### src/rtl/decoder_pkg.sv
// Shared types and helpers for the sequenced N-to-2**N decoder.
package decoder_pkg;

    localparam int MAX_N = 6;
    localparam int MAX_W = 1 << MAX_N;

    typedef enum logic [1:0] {
        IDLE   = 2'd0,
        DIRECT = 2'd1,
        SCAN   = 2'd2
    } state_e;

    localparam logic MODE_DIRECT = 1'b0;
    localparam logic MODE_SCAN   = 1'b1;

    // Callers truncate to their own 2**N width.
    function automatic logic [MAX_W-1:0] onehot(input logic [MAX_N-1:0] a);
        onehot = {{(MAX_W-1){1'b0}}, 1'b1} << a;
    endfunction

endpackage

### src/rtl/dwell_counter.sv
// Counts SCAN cycles spent on one address; tick marks the last one.
module dwell_counter #(
    parameter int DWELL = 4
) (
    input  logic clk,
    input  logic rst_n,
    input  logic clr,
    input  logic en,
    output logic tick
);

    localparam int CW = $clog2(DWELL + 1);

    logic [CW-1:0] cnt_q;
    logic [CW-1:0] cnt_d;

    assign tick = (cnt_q == CW'(DWELL - 1));

    always_comb begin
        cnt_d = cnt_q;
        if (clr) begin
            cnt_d = '0;
        end else if (en) begin
            cnt_d = tick ? '0 : cnt_q + CW'(1);
        end
    end

    always_ff @(posedge clk or negedge rst_n) begin
        if (!rst_n) begin
            cnt_q <= '0;
        end else begin
            cnt_q <= cnt_d;
        end
    end

endmodule

### src/rtl/decoder_nx2n_seq.sv
// Registered N-to-2**N one-hot decoder with DIRECT and dwell-timed SCAN modes.
// Optional wrap pulse output enabled by DECODER_WRAP_FLAG_EN.
module decoder_nx2n_seq
    import decoder_pkg::*;
#(
    parameter int N     = 2,
    parameter int DWELL = 4
) (
    input  logic             clk,
    input  logic             rst_n,
    input  logic             e,
    input  logic             mode,
    input  logic [N-1:0]     x,
    input  logic             load,
    output logic [(1<<N)-1:0] y,
    output logic [N-1:0]     addr_q,
    output logic             valid
`ifdef DECODER_WRAP_FLAG_EN
    ,
    output logic             wrap
`endif
);

    localparam int W = 1 << N;

    state_e         state_q;
    state_e         state_d;
    logic [N-1:0]   addr_d;
    logic [W-1:0]   y_d;
    logic           stay_scan;
    logic           cnt_clr;
    logic           cnt_en;
    logic           tick;

    always_comb begin
        state_d = IDLE;
        unique case (1'b1)
            !e:                        state_d = IDLE;
            e && mode == MODE_DIRECT:  state_d = DIRECT;
            e && mode == MODE_SCAN:    state_d = SCAN;
            default:                   state_d = IDLE;
        endcase
    end

    assign stay_scan = (state_q == SCAN) && (state_d == SCAN);

    // Entry to SCAN and load both restart the dwell; load beats expiry.
    always_comb begin
        addr_d  = addr_q;
        cnt_clr = 1'b1;
        cnt_en  = 1'b0;
        unique case (state_d)
            DIRECT: addr_d = x;
            SCAN: begin
                if (load) begin
                    addr_d = x;
                end else if (stay_scan) begin
                    cnt_clr = 1'b0;
                    cnt_en  = 1'b1;
                    if (tick) begin
                        addr_d = addr_q + N'(1);
                    end
                end
            end
            default: ;
        endcase
    end

    assign y_d = W'(onehot(MAX_N'(addr_d)));

    dwell_counter #(
        .DWELL (DWELL)
    ) u_dwell (
        .clk   (clk),
        .rst_n (rst_n),
        .clr   (cnt_clr),
        .en    (cnt_en),
        .tick  (tick)
    );

    always_ff @(posedge clk or negedge rst_n) begin
        if (!rst_n) begin
            state_q <= IDLE;
            addr_q  <= '0;
            y       <= '0;
            valid   <= 1'b0;
        end else begin
            state_q <= state_d;
            addr_q  <= addr_d;
            y       <= (state_d == IDLE) ? '0 : y_d;
            valid   <= (state_d != IDLE);
        end
    end

`ifdef DECODER_WRAP_FLAG_EN
    logic wrap_d;

    assign wrap_d = stay_scan && !load && tick && (&addr_q);

    always_ff @(posedge clk or negedge rst_n) begin
        if (!rst_n) begin
            wrap <= 1'b0;
        end else begin
            wrap <= wrap_d;
        end
    end
`else
    // No wrap flag in this build.
`endif

endmodule

### config.mk
export PLATFORM = sky130hd
export DESIGN_NAME = decoder_nx2n_seq
export DESIGN_NICKNAME = d
export VERILOG_FILES = /design/src/rtl/decoder_pkg.sv /design/src/rtl/dwell_counter.sv /design/src/rtl/decoder_nx2n_seq.sv
export SDC_FILE = /design/constraint.sdc
export NUM_CORES = 1
export LEC_CHECK = 0
export ABC_AREA = 1
export CORE_MARGIN = 2
export CORE_UTILIZATION = 30
export CTS_CLUSTER_DIAMETER = 30
export CTS_CLUSTER_SIZE = 10
export DETAILED_ROUTE_END_ITERATION = 12
export DONT_BUFFER_PORTS = 1
export GPL_TIMING_DRIVEN = 0
export PLACE_DENSITY = 0.48
export SKIP_LAST_GASP = 1
export SYNTH_ARGS = -nofsm -noshare
export SYNTH_HDL_FRONTEND = slang
export SYNTH_SLANG_ARGS = --single-unit
### constraint.sdc
create_clock -name clk -period 1.69 [get_ports clk]
set_clock_uncertainty 0.15 [all_clocks]
set_input_delay 0.2535 -clock clk [delete_from_list [all_inputs] [get_ports clk]]
set_output_delay 0.2535 -clock clk [all_outputs]
set_load 0.03 [all_outputs]
==> metrics.md, run 1 <==
| Metric | Value |
|---|---|
| Post-CTS Setup Repair Bufs | 0 |
| CTS root buf | clkbuf_4 |
| Clock period minus worst slack | approximately 1500 ps |
| Area contributors post-synth | dfrtp_1 (55%), nand2_1 (8.3%), inv_1 (7.6%), nor2_1 (6.2%), nand3_1 (4.6%) |
| Switching part of the total | a little over a quarter |
| Initial antenna violation count | 0 |
| Row Count | 15 |
| Area Overhead vs Synth | 20.3% |
| Largest net degree at the start of global routing | 13 |
| Worst EP arrival | between 1500 and 2000 ps |
| Grt ovf | 0 |
| Cell count of the worst reg-to-reg path | 10 |
| Crit-path slowest cell | dlygate4sd3_1 |
| CP Launch Point | mode |
| DRT iter0 DRCs | 13 |
| Clk pwr share | 35.5% |
| DR vias | 404 |
| Register share of total power | around 55% |
| Via/cell ratio | approximately 4.3 |
| WP depth | 10 |
| Yosys warns | 0 |
| Slew @ Worst Pin | approximately 530 ps |
| Antenna cells | 0 |
| Vias in the first global route | between 300 and 400 |
| Num ports | 14 |
| FF-to-FF End | y[3]$_DFF_PN0_ |
| Most frequent cells in the layout | nand2_1 (12), dfrtp_1 (12), inv_1 (11) |
| Register area share after synthesis | a little under three fifths |
| Clock Path Buffers | 2 |
| CP startpoint kind | input port |
| Synth unique cells | 14 |
| CP endpoint | y[3]$_DFF_PN0_ |
| Final #Nets | around 80 |
| Htree depth | 1 |
| Initial core utilization | a little under a third |
| 1st-pass router iterations | 4 |
| Routed wire length per instance | about 10 um |
| Final setup viols | 0 |
| Status | completed |
| Max-Cap Viols | 0 |
| Core Util, Final | a little under two fifths |
| Power share of the combinational group | roughly a tenth |
| Syn Area/Cell | around 8.7 um^2 |
| Net switching power | roughly 170 uW |
| Post-synthesis cell area | ~540 um^2 |
| Die area | about 2200 um^2 |
| Cell Int Power | about 460 uW |
| Max stage delay on crit path | about 560 ps |
| Slew Viols, Final | 0 |
| Layout cells sized above 1 | 12.9% |
| Crit path buf inv count | 2 |
| Worst skew pair latency | 270 ps |
| Worst R2R Setup Slack | ~190 ps |
| CP Data Required Time | about 1700 ps |
| Synth Register Bits | 12 |
| CP cell instances | dlygate4sd3_1 > nand2_2 > nor2_4 > nand3_1 > nand2_1 > nand3_1 > nand2_1 > nand2_2 > nand2_1 > inv_1 |
| Total clock sinks | 12 |
| Die width | between 40 and 50 um |
| Die height | 46.5 um |
| Leak | 0.000340 uW |
| Total Routing Usage GR | 11.4% |
| RSZ-0062 raised after global routing | no |
| Post-synth top area share | around 55% |
| Cells after Synth | 62 |
| Critical path type | input port to register |
| Crit-path max FO | 5 |
| P per Cell Area | about 970 nW/um^2 |
| CTS buffer count | 3 |
| Core Box Area | 1710 um^2 |
| TritonCTS clock tree | built |
| Cell taking the most area after synthesis | dfrtp_1 |
| Rel. slew slack | 64.4% |
| Period utilization | 91.3% |
| Final Hold Vio Count | 0 |
| Hold Path Class | input port to register |
| Reg-to-reg critical path startpoint | u_dwell.cnt_q[0]$_DFFE_PN0P_ |
| Final ANT Viol Nets | 0 |
| DRT Wirelength | around 970 um |
| First-pass GRT wire length | roughly 1600 um |
| Worst Hold Path Cells | 1 |
| FMAX | about 0.65 GHz |
| RD Place Congestion | 0.755 |
| CP delay by family, top | simple AND/OR/NAND/NOR gates |
| Remaining DRCs | 0 |
| Synthesized Nets | 70 |
| Crit end category | register |
| HPWL after DPL | approximately 720 um |
| Crit path top cell by count | nand2_1 |
| Buffers on Ports | 0 |
| CTS clk-pin slew, worst paths | ~70 ps |
| Worst ir drop on vdd | 468 uV |
| Setup TNS | 0 ps |
## worst reg2reg max path: cells and delay by family, from the launching register on
kind	cells	cell delay, ps
adders and majority gates	1	150
and+or+nand+nor	7	630
buffers and inverters	2	100
DFF	1	360
## power by group through the flow
stage	sequential (uW)	clock, uW	combinational, uW
global placement	351	0	47.5
global route	348	247	72.7
detailed placement	352	0	48.4
CTS	346	233	62.6
finish	345	225	61.8
floorplan	348	0	40.6
## cell type report
cell class,instances,area [um^2]
buffer,1,8.76
multi-input combinational,38,191
sequential,12,300
clock buffer,4,36.3
inverter,11,41.3
tap,25,31.3
timing repair buffer,4,42.5
fill,186,1060
## stage by stage
stage / hold WS (ps) / cell area [um^2] / instances / worst slack (ps) / total power (uW)
after floorplan: -192 / 542 / 62 / 349 / 389
after global placement: -192 / 573 / 87 / 230 / 399
after detailed placement: -192 / 573 / 87 / 201 / 400
after CTS: 25.1 / 649 / 95 / 80.9 / 642
after global routing: 12.9 / 652 / 95 / 23.4 / 667
final: 33.5 / 652 / 95 / 146 / 632
## registers in the layout, summed over array words and instances (netlist names)
register and flops:
addr_q 2, state_q 2, u_dwell.cnt_q 3, valid 1, y 4
## how the worst min path moves through the flow
| stage | start | end | slack [ps] |
|---|---|---|---|
| after floorplan | rst_n | addr_q[0]$_DFF_PN0_ | -190 |
| after global placement | rst_n | u_dwell.cnt_q[0]$_DFFE_PN0P_ | -190 |
| after detailed placement | rst_n | u_dwell.cnt_q[0]$_DFFE_PN0P_ | -190 |
| after CTS | e | valid$_DFF_PN0_ | 30 |
| after global routing | e | valid$_DFF_PN0_ | 10 |
| final | e | valid$_DFF_PN0_ | 30 |
## synthesized netlist by cell type, drive strengths merged
cell type,instances
dfrtp,12
nand4,1
nor2,11
inv,11
o21ai,2
nor3,1
ha,1
nor3b,1
dlygate4sd1,1
nand2,15
a21oi,1
nand3,5
## routing by layer
layer / wire [um] / track usage [%] / up-vias
li1: - / - / 204
met1: 481 / 17.0 / 183
met2: 385 / 13.1 / 15
met3: 86 / 5.88 / 2
met4: 13 / 5.14 / 0
met5: 0 / 0 / -
## what timing repair did
item,in CTS,in global routing
setup endpoints to repair,0,3
hold buffers,4,0
hold endpoints to repair,15,0
resized for setup,0,1
## cell families (layout without fill, tap and decap cells)
group,Yosys count,after routing,share of synthesized area [%]
fa+ha+maj,1,1,2.31
buf+inv,12,20,9.24
simple gates,34,34,30.3
flops,12,12,55.4
compound gates,3,3,2.77
No activity file was read; power rests on OpenSTA's default activity.
==> run 2: changes to the inputs <==
--- a/config.mk
+++ b/config.mk
@@ -13,6 +13,7 @@
 export DETAILED_ROUTE_END_ITERATION = 12
 export DONT_BUFFER_PORTS = 1
 export GPL_TIMING_DRIVEN = 0
+export HOLD_SLACK_MARGIN = 0.03
 export PLACE_DENSITY = 0.48
 export SKIP_LAST_GASP = 1
 export SYNTH_ARGS = -nofsm -noshare
==> constraint.sdc (replaced) <==
create_clock -name clk -period 1.85 [get_ports clk]
set_clock_uncertainty 0.15 [all_clocks]
set_input_delay 0.2775 -clock clk [delete_from_list [all_inputs] [get_ports clk]]
set_output_delay 0.2775 -clock clk [all_outputs]
set_load 0.03 [all_outputs]
==> metrics.md, run 2 (synthesis results as in run 1) <==
| Metric | Value |
|---|---|
| Status | completed |
| Vias in the first global route | 379 (unchanged) |
| Area Overhead vs Synth | 19.9% |
| Final ANT Viol Nets | 0 (unchanged) |
| Clock Path Buffers | 2 (unchanged) |
| HPWL after DPL | 725 um (unchanged) |
| Worst ir drop on vdd | 428 uV (-8.6%) |
| Worst Hold Path Cells | 1 (unchanged) |
| Worst skew pair latency | 270 ps (about the same) |
| GR peak layer | met1 |
| Via/cell ratio | 4.16 (-2.2%) |
| DRT iter0 DRCs | 14 (+1) |
| Slew @ Worst Pin | 533 ps (+0.165 ps) |
| DR vias | 395 (-2.2%) |
| 1st-pass router iterations | 4 (unchanged) |
| Antenna cells | 0 (unchanged) |
| DP Cell Count | 87 (unchanged) |
| Crit-path max FO | 5 (unchanged) |
| Layout cells sized above 1 | 12.9% (unchanged) |
| Core Box Area | 1710 um^2 (unchanged) |
| Post-CTS Setup Repair Bufs | 0 (unchanged) |
| FMAX | 0.611 GHz |
| Clock period minus worst slack | approximately 1600 ps |
| Max reg flops | 4 (unchanged) |
| Die area | 2160 um^2 (unchanged) |
| Largest reg by FF count | y |
| Grt ovf | 0 (unchanged) |
| Hold Path Class | input port to register |
| Slew Viols, Final | 0 (unchanged) |
| Setup TNS | 0 ps (unchanged) |
| Initial core utilization | 31.7% (unchanged) |
| Worst Hold Slack | 57.5 ps (+23.9 ps) |
| Period utilization | about nine tenths |
| Rel. slew slack | 64.4% (about the same) |
| Critical path type | input port to register |
| Row Count | 15 (unchanged) |
| Final cell count without fillers | 95 (unchanged) |
| CTS clk-pin slew, worst paths | 70 ps (about the same) |
| Crit end category | register |
| Total Routing Usage GR | 11.4% (unchanged) |
| Top Registers | y: 4 flops, u_dwell.cnt_q: 3 flops |
| P per Cell Area | 889 nW/um^2 (-8.3%) |
| Post-CTS Resized | 0 (unchanged) |
| Buffers on Ports | 0 (unchanged) |
| RD Place Congestion | 0.755 (unchanged) |
| CTS buffer count | 3 (unchanged) |
| Met2 usage | 13.1% (unchanged) |
| Most frequent cells in the layout | nand2_1 (12), dfrtp_1 (12), inv_1 (11) |
| Cell count of the worst reg-to-reg path | 10 (unchanged) |
| Dpl cell area | 573 um^2 (unchanged) |
| Remaining DRCs | 0 (unchanged) |
| Routed wire length per instance | 10.1 um (-0.83%) |
| CP Data Required Time | 1870 ps (+160 ps) |
| CP cell instances | dlygate4sd3_1 > nand2_2 > nor2_4 > nand3_1 > nand2_1 > nand3_1 > nand2_1 > nand2_2 > nand2_1 > inv_1 |
| Design area | 649 um^2 (-0.38%) |
| Crit path top cell by count | nand2_1 |
| Max-Cap Viols | 0 (unchanged) |
| CTS root buf | clkbuf_4 |
| Leak | 0.000332 uW (-2.6%) |
| TritonCTS clock tree | built |
| Initial antenna violation count | 0 (unchanged) |
| RSZ-0062 raised after global routing | no |
| Worst EP arrival | 1660 ps (+90 ps) |
| Die height | 46.5 um (unchanged) |
| Max stage delay on crit path | 590 ps (+30 ps) |
| Largest net degree at the start of global routing | 13 (unchanged) |
| First-pass GRT wire length | 1650 um (unchanged) |
| DRT Wirelength | 959 um (-0.83%) |
| Met1 usage | 17.0% (unchanged) |
| Grt met3 use | 5.88% (unchanged) |
| Final #Nets | 79 (unchanged) |
| Die width | 46.5 um (unchanged) |
| Htree depth | 1 (unchanged) |
| Total clock sinks | 12 (unchanged) |
| Crit-path slowest cell | dlygate4sd3_1 |
| Final setup viols | 0 (unchanged) |
| CP startpoint kind | input port |
| Final Hold Vio Count | 0 (unchanged) |
| CTS Hold Bufs | 4 (unchanged) |
| Num ports | 14 (unchanged) |
| Worst R2R Setup Slack | 350 ps (+160 ps) |
==> run 2: changes by cell type in the layout (fill, tap and decap cells not counted), sizes merged <==
cell          change
dlygate4sd3       +1
dlymetal6s4s      -1
==> run 2: worst max-delay path: cells and delay by family <==
| kind | cells | cell delay [ps] |
|---|---|---|
| and+or+nand+nor | 8 | 760 |
| buffers and inverters | 2 | 620 |
==> run 2: worst paths after layout <==
check,from,end
setup / recovery,e,y[3]$_DFF_PN0_
hold / removal,e,valid$_DFF_PN0_
setup reg to reg,u_dwell.cnt_q[0]$_DFFE_PN0P_,y[3]$_DFF_PN0_
hold reg to reg,u_dwell.cnt_q[0]$_DFFE_PN0P_,u_dwell.cnt_q[0]$_DFFE_PN0P_
max in group asynchronous,rst_n,y[1]$_DFF_PN0_
min in group asynchronous,rst_n,u_dwell.cnt_q[0]$_DFFE_PN0P_
==> run 2: metrics by stage <==
stage               power [uW]  setup WS, ps  utilization (%)
finish                     577           213             38.0
global route               609          99.9             38.0
CTS                        586           217             38.0
detailed placement         365           361             33.6
global placement           364           390             33.6
floorplan                  355           509                -
==> run 2: where the power goes <==
group	internal [uW]	total [uW]	switching (uW)
clock	120	205	85.6
sequential	278	316	38.0
combinational	21.2	56.1	34.9
total	418	577	159
==> run 2: per-layer routing <==
metal	routed length [um]	vias to the layer above	part of all wire (%)
met4	13	0	1.4
met3	87	2	9.1
met2	379	15	40
met5	0	-	0
met1	479	176	50
li1	-	202	-
==> run 2: final cells by class <==
type / instances / area (um^2)
Fill cell: 187 / 1060
Buffer: 1 / 8.76
Sequential cell: 12 / 300
Multi-Input combinational cell: 38 / 191
Inverter: 11 / 41.3
Tap cell: 25 / 31.3
Timing Repair Buffer: 4 / 40.0
Clock buffer: 4 / 36.3
